--- src/rtl/output_serializer.sv ---
// Output serializer: buffers strobed multiplexer samples in a small FIFO and
// shifts each one off-chip MSB-first on a 3-wire link (clock, data, frame sync).
// Optional build macro: OUTPUT_SERIALIZER_PARITY_EN appends an even-parity bit
// after the LSB of every frame.
module output_serializer #(
  parameter int unsigned SUM_TRUNCATION = 8,
  parameter int unsigned FIFO_DEPTH     = 4,
  parameter int unsigned CLK_DIV        = 2
) (
  input  logic                          clk,
  input  logic                          rst,
  input  logic [SUM_TRUNCATION-1:0]     i_multiplexed_wavelet_out,
  input  logic                          i_sample_strobe,
  input  logic                          i_enable,
  output logic                          o_serial_clk,
  output logic                          o_serial_data,
  output logic                          o_frame_sync,
  output logic                          o_busy,
  output logic [$clog2(FIFO_DEPTH):0]   o_fifo_level,
  output logic                          o_overflow
);

  localparam int unsigned PtrW = $clog2(FIFO_DEPTH);
  localparam int unsigned LvlW = PtrW + 1;
`ifdef OUTPUT_SERIALIZER_PARITY_EN
  localparam int unsigned NBits = SUM_TRUNCATION + 1;
`else
  localparam int unsigned NBits = SUM_TRUNCATION;
`endif
  localparam int unsigned BitW = (NBits > 1) ? $clog2(NBits) : 1;
  localparam int unsigned DivW = (CLK_DIV > 1) ? $clog2(CLK_DIV) : 1;

  localparam logic [DivW-1:0] DivLast  = DivW'(CLK_DIV - 1);
  localparam logic [BitW-1:0] BitLast  = BitW'(NBits - 1);
  localparam logic [LvlW-1:0] LvlFull  = LvlW'(FIFO_DEPTH);

  typedef enum logic [1:0] {StIdle, StShift, StGap} state_e;

  // Registers
  state_e                    r_state;
  logic [SUM_TRUNCATION-1:0] r_mem [FIFO_DEPTH];
  logic [PtrW-1:0]           r_wr_ptr;
  logic [PtrW-1:0]           r_rd_ptr;
  logic [LvlW-1:0]           r_level;
  logic                      r_overflow;
  logic [NBits-1:0]          r_sr;
  logic [DivW-1:0]           r_div;
  logic [BitW-1:0]           r_bit;
  logic                      r_phase;  // 0: serial clock low half, 1: high half
  logic                      r_sclk;
  logic                      r_sdata;
  logic                      r_fsync;
  logic                      r_busy;

  // Next-state wires
  state_e                    w_state_d;
  logic [NBits-1:0]          w_sr_d;
  logic [DivW-1:0]           w_div_d;
  logic [BitW-1:0]           w_bit_d;
  logic                      w_phase_d;
  logic                      w_sclk_d;
  logic                      w_sdata_d;
  logic                      w_fsync_d;
  logic                      w_busy_d;
  logic [LvlW-1:0]           w_level_d;
  logic                      w_pop;
  logic                      w_push;
  logic                      w_empty;
  logic                      w_full;
  logic [SUM_TRUNCATION-1:0] w_head;
  logic [NBits-1:0]          w_load;

  assign w_empty = (r_level == '0);
  assign w_full  = (r_level == LvlFull);
  assign w_head  = r_mem[r_rd_ptr];

`ifdef OUTPUT_SERIALIZER_PARITY_EN
  assign w_load = {w_head, ^w_head};
`else
  assign w_load = w_head;
`endif

  // A pop frees a slot in the same cycle, so a strobe into a full FIFO still lands.
  assign w_push = i_sample_strobe && (!w_full || w_pop);

  // Occupancy update from the push/pop pair
  always_comb begin
    w_level_d = r_level;
    unique case ({w_push, w_pop})
      2'b10:   w_level_d = r_level + 1'b1;
      2'b01:   w_level_d = r_level - 1'b1;
      default: w_level_d = r_level;
    endcase
  end

  // Framing FSM: next state, shift register and registered pin values
  always_comb begin
    w_state_d = r_state;
    w_sr_d    = r_sr;
    w_div_d   = r_div;
    w_bit_d   = r_bit;
    w_phase_d = r_phase;
    w_sclk_d  = r_sclk;
    w_sdata_d = r_sdata;
    w_fsync_d = r_fsync;
    w_pop     = 1'b0;
    unique case (r_state)
      StIdle: begin
        if (i_enable && !w_empty) begin
          w_pop     = 1'b1;
          w_state_d = StShift;
          w_sr_d    = w_load;
          w_div_d   = '0;
          w_bit_d   = '0;
          w_phase_d = 1'b0;
          w_sclk_d  = 1'b0;
          w_sdata_d = w_load[NBits-1];
          w_fsync_d = 1'b1;
        end
      end
      StShift: begin
        if (r_div == DivLast) begin
          w_div_d = '0;
          if (!r_phase) begin
            w_phase_d = 1'b1;
            w_sclk_d  = 1'b1;
          end else if (r_bit == BitLast) begin
            w_state_d = StGap;
            w_phase_d = 1'b0;
            w_sclk_d  = 1'b0;
            w_sdata_d = 1'b0;
            w_fsync_d = 1'b0;
          end else begin
            // Data only moves on the falling edge of the serial clock
            w_bit_d   = r_bit + 1'b1;
            w_phase_d = 1'b0;
            w_sclk_d  = 1'b0;
            w_sr_d    = r_sr << 1;
            w_sdata_d = r_sr[NBits-2];
          end
        end else begin
          w_div_d = r_div + 1'b1;
        end
      end
      StGap: begin
        if (r_div == DivLast) begin
          w_div_d   = '0;
          w_state_d = StIdle;
        end else begin
          w_div_d = r_div + 1'b1;
        end
      end
      default: w_state_d = StIdle;
    endcase
    w_busy_d = (w_state_d != StIdle);
  end

  // FIFO storage; contents need no reset since occupancy gates every read
  always_ff @(posedge clk) begin
    if (w_push) begin
      r_mem[r_wr_ptr] <= i_multiplexed_wavelet_out;
    end
  end

  // State, pointers and output registers with synchronous reset
  always_ff @(posedge clk) begin
    if (rst) begin
      r_state    <= StIdle;
      r_wr_ptr   <= '0;
      r_rd_ptr   <= '0;
      r_level    <= '0;
      r_overflow <= 1'b0;
      r_sr       <= '0;
      r_div      <= '0;
      r_bit      <= '0;
      r_phase    <= 1'b0;
      r_sclk     <= 1'b0;
      r_sdata    <= 1'b0;
      r_fsync    <= 1'b0;
      r_busy     <= 1'b0;
    end else begin
      r_state <= w_state_d;
      r_sr    <= w_sr_d;
      r_div   <= w_div_d;
      r_bit   <= w_bit_d;
      r_phase <= w_phase_d;
      r_sclk  <= w_sclk_d;
      r_sdata <= w_sdata_d;
      r_fsync <= w_fsync_d;
      r_busy  <= w_busy_d;
      r_level <= w_level_d;
      if (w_push) r_wr_ptr <= r_wr_ptr + 1'b1;
      if (w_pop)  r_rd_ptr <= r_rd_ptr + 1'b1;
      if (i_sample_strobe && !w_push) r_overflow <= 1'b1;
    end
  end

  assign o_serial_clk  = r_sclk;
  assign o_serial_data = r_sdata;
  assign o_frame_sync  = r_fsync;
  assign o_busy        = r_busy;
  assign o_fifo_level  = r_level;
  assign o_overflow    = r_overflow;

endmodule

--- config.mk ---
export PLATFORM = sky130hd
export DESIGN_NAME = output_serializer
export DESIGN_NICKNAME = d
export VERILOG_FILES = /design/src/rtl/output_serializer.sv
export SDC_FILE = /design/constraint.sdc
export NUM_CORES = 1
export LEC_CHECK = 0
export CAP_MARGIN = 20
export CORE_MARGIN = 2
export CORE_UTILIZATION = 35
export CTS_CLUSTER_DIAMETER = 150
export DETAILED_ROUTE_END_ITERATION = 10
export DONT_BUFFER_PORTS = 1
export PLACE_DENSITY = 0.47
export SETUP_SLACK_MARGIN = 0.1
export SLEW_MARGIN = 20
export SYNTH_ARGS = -nofsm -noshare
export SYNTH_HDL_FRONTEND = slang
export SYNTH_SLANG_ARGS = --single-unit
--- constraint.sdc ---
create_clock -name clk -period 5.5 [get_ports clk]
set_clock_uncertainty 0.05 [all_clocks]
set_input_delay 1.65 -clock clk [delete_from_list [all_inputs] [get_ports clk]]
set_output_delay 1.65 -clock clk [all_outputs]
set_load 0.05 [all_outputs]
==> run_results.csv <==
group,metric,value,unit
synth,synth_top_area_share,36.5,%
power,intPower,0.925,mW
synth,synth-seq-cells,59,
floorplanning,die_area,0.00824,mm^2
critical_path,reg2reg_from,"r_state[1]",
worst_hold_path,whs_endpoint,"r_bit[1]",
grt,grt_pass1_vias,1659,
critical_path,reg2reg_depth,10,
power,p_per_area,507,mW/mm^2
synth,syn_inst,217,
synth,yosys_warnings,0,
floorplanning,die_w,90.8,um
worst_hold_path,min_from,"r_bit[1]",
power,switching_share,37.3,%
clock_tree,numCtsBuffers,9,
power,seqPwrFrac,45.7,%
clock_tree,cts_buffer_depth,2,
route,routed_wl,4.82,mm
power,clkPwrFrac,27.6,%
grt,grt_pass1_wl,8.01,mm
sta,worst_slew_pin_slew,806,ps
worst_hold_path,hold_path_class,"reg2reg",
route,viasPerCell,5.12,
floorplanning,pin_count,20,
route,avgRoutedWirePerCell,15.0,um
route,postRouteAntennaNets,0,
layout,syn2layout_area_growth,10.3,%
floorplanning,coreArea,0.00725,mm^2
grt,antenna_found_initial,0,
layout,layout_commonest_cell,"edfxtp_1",
power,ir_drop,157,uV
power,p_comb_share,26.7,%
sta,drv_slew,0,
floorplanning,rows,31,
route,drc_errors,0,
synth,synth_area,0.00264,mm^2
critical_path,regToRegEndpoint,"o_fifo_level[2]",
route,drt_pass1_iterations,4,
power,p_leak,0.979,nW
sta,setup_viol,0,
clock_tree,cts_hold_buf,0,
placement,place_hpwl,3.39,mm
clock_tree,cts_setup_buffers,0,
clock_tree,htreeDepth,3,
sta,layout_min_cycle_time,2880,ps
synth,async_flop_share,0,%
power,switching_power,0.549,mW
placement,place.gp.congestion,0.824,
route,routed-via-count,1643,
layout,layout-drive-gt1-share,14.0,%
clock_tree,clk_latency,340,ps
placement,io_buffers,0,
clock_tree,ctsResizeCount,0,
clock_tree,root_buffer,"clkbuf_8",
sta,maxSlewHeadroom,46.2,%
critical_path,critPathArrivalTime,1180,ps
critical_path,crit_required,3800,ps
critical_path,rrSetupSlack,2800,ps
synth,yosysUniqueCellTypes,50,
synth,synth-edff-count,32,
power,power,1.47,mW
synth,synth_area_leaders,"edfxtp_1, dfxtp_1, mux2i_1, ha_1, nor2_1",
sta,fmax,347,MHz
critical_path,cp_max_fo,9,
clock_tree,cts_sinks,59,
sta,fin_crit_sh,52.4,%
clock_tree,cts_tree,"yes",
run,cap_violations,0,
synth,synth_largest_area_cell,"edfxtp_1",
route,first_iter_violations,79,
floorplanning,die_h,90.8,um
critical_path,worst-setup-path-type,"reg2out",
clock_tree,path_clk_slew,70,ps
floorplanning,initial_core_util,36.3,%
layout,final_cell_mix,"edfxtp_1, dfxtp_1, nor2_1",
sta,setup_ws,2620,ps
grt,grt_use_total,12.8,%
synth,synth_nets,240,
grt,overflow,0,
layout,nets,240,
layout,fill_cells,697,
synth,ys_seq_area_share,57.0,%
critical_path,startpoint_type,"flip-flop",
critical_path,crit_path_end_kind,"primary output",
sta,grt_setup_unrepaired,"false",
layout,fin_util,40.1,%
placement,dp_slack,2310,ps
synth,synth_ff_type,"edfxtp_1",
synth,syn_area_per_cell,12.1,um^2
worst_hold_path,holdPathStages,2,
sta,hold_viol_final,0,
grt,grt_start_max_net_pins,30,
layout,diodes,0,
sta,fin_tns_setup,0,ps
outcome,status,"finished clean",
layer usage:
metal  up-vias  GRT usage [%]  share of wire [%]
met3        11           3.51                5.3
met2        32           20.8                 49
li1        805              -                  -
met1       795           15.3                 44
met5         -              0                  0
met4         0           6.92                2.1
cell families (layout without fill, tap and decap cells):
logic type / count (synthesis) / in the layout / share of synthesized area [%]
fa+ha+maj: 11 / 11 / 5.51
simple gates: 62 / 62 / 11.2
mux: 19 / 19 / 8.26
xor+xnor: 3 / 3 / 0.997
compound gates: 41 / 41 / 13.2
buf+inv: 22 / 27 / 3.80
flops: 59 / 59 / 57.0
sequential cells by signal, indices dropped and copies added, names as in the netlist, named ones only:
name,cells
o_frame_sync,1
o_busy,1
r_mem,32
r_sr,7
r_state,2
o_overflow,1
o_serial_clk,1
r_rd_ptr,2
o_serial_data,1
r_bit,3
o_fifo_level,3
r_div,1
r_wr_ptr,2
cells in the mapped netlist, types with 3 or more instances:
master    count
nand2_1      12
mux2i_1      15
nand2b_1      3
o22ai_1       6
nor2b_1       3
nor3_1        6
and2_1        4
nand3_1       5
a211oi_1      6
buf_2         5
dfxtp_1      27
edfxtp_1     32
inv_1        11
ha_1         10
or2_2         3
nor2_1       21
a21oi_1       8
power by group through the flow:
stage / registers, mW / clock network [mW] / logic (mW)
4_1_cts: 0.674 / 0.418 / 0.398
3_5_place_dp: 0.683 / 0 / 0.395
2_1_floorplan: 0.660 / 0 / 0.344
5_1_grt: 0.684 / 0.440 / 0.446
6_report: 0.673 / 0.407 / 0.393
3_3_place_gp: 0.680 / 0 / 0.383
final cells by class:
| cell class | count | area (um^2) | share of cell area (%) |
|---|---|---|---|
| Clock buffer | 9 | 124 | 4.26 |
| Clock inverter | 7 | 82.6 | 2.84 |
| Inverter | 11 | 41.3 | 1.42 |
| Multi-Input combinational cell | 136 | 1030 | 35.6 |
| Sequential cell | 59 | 1500 | 51.7 |
| Tap cell | 99 | 124 | 4.26 |
worst max path at each step:
stage                          from              end  slack, ps  cells after the start
floorplan                  i_enable  o_fifo_level[2]       2450                      8
global placement           i_enable  o_fifo_level[2]       2370                      8
detailed placement         i_enable  o_fifo_level[2]       2310                      8
CTS                 o_fifo_level[2]  o_fifo_level[2]       2610                      0
global route             r_state[1]  o_fifo_level[2]       2380                     10
finish              o_fifo_level[2]  o_fifo_level[2]       2620                      0
through the flow:
stage | instance area, um^2 | instances | hold WS [ps]
after floorplan | 2640 | 217 | 386
after global placement | 2700 | 305 | 389
after detailed placement | 2700 | 305 | 406
after CTS | 2910 | 321 | 420
after global routing | 2910 | 321 | 435
final | 2910 | 321 | 413
Note: power is estimated with default switching activity, not from simulation.
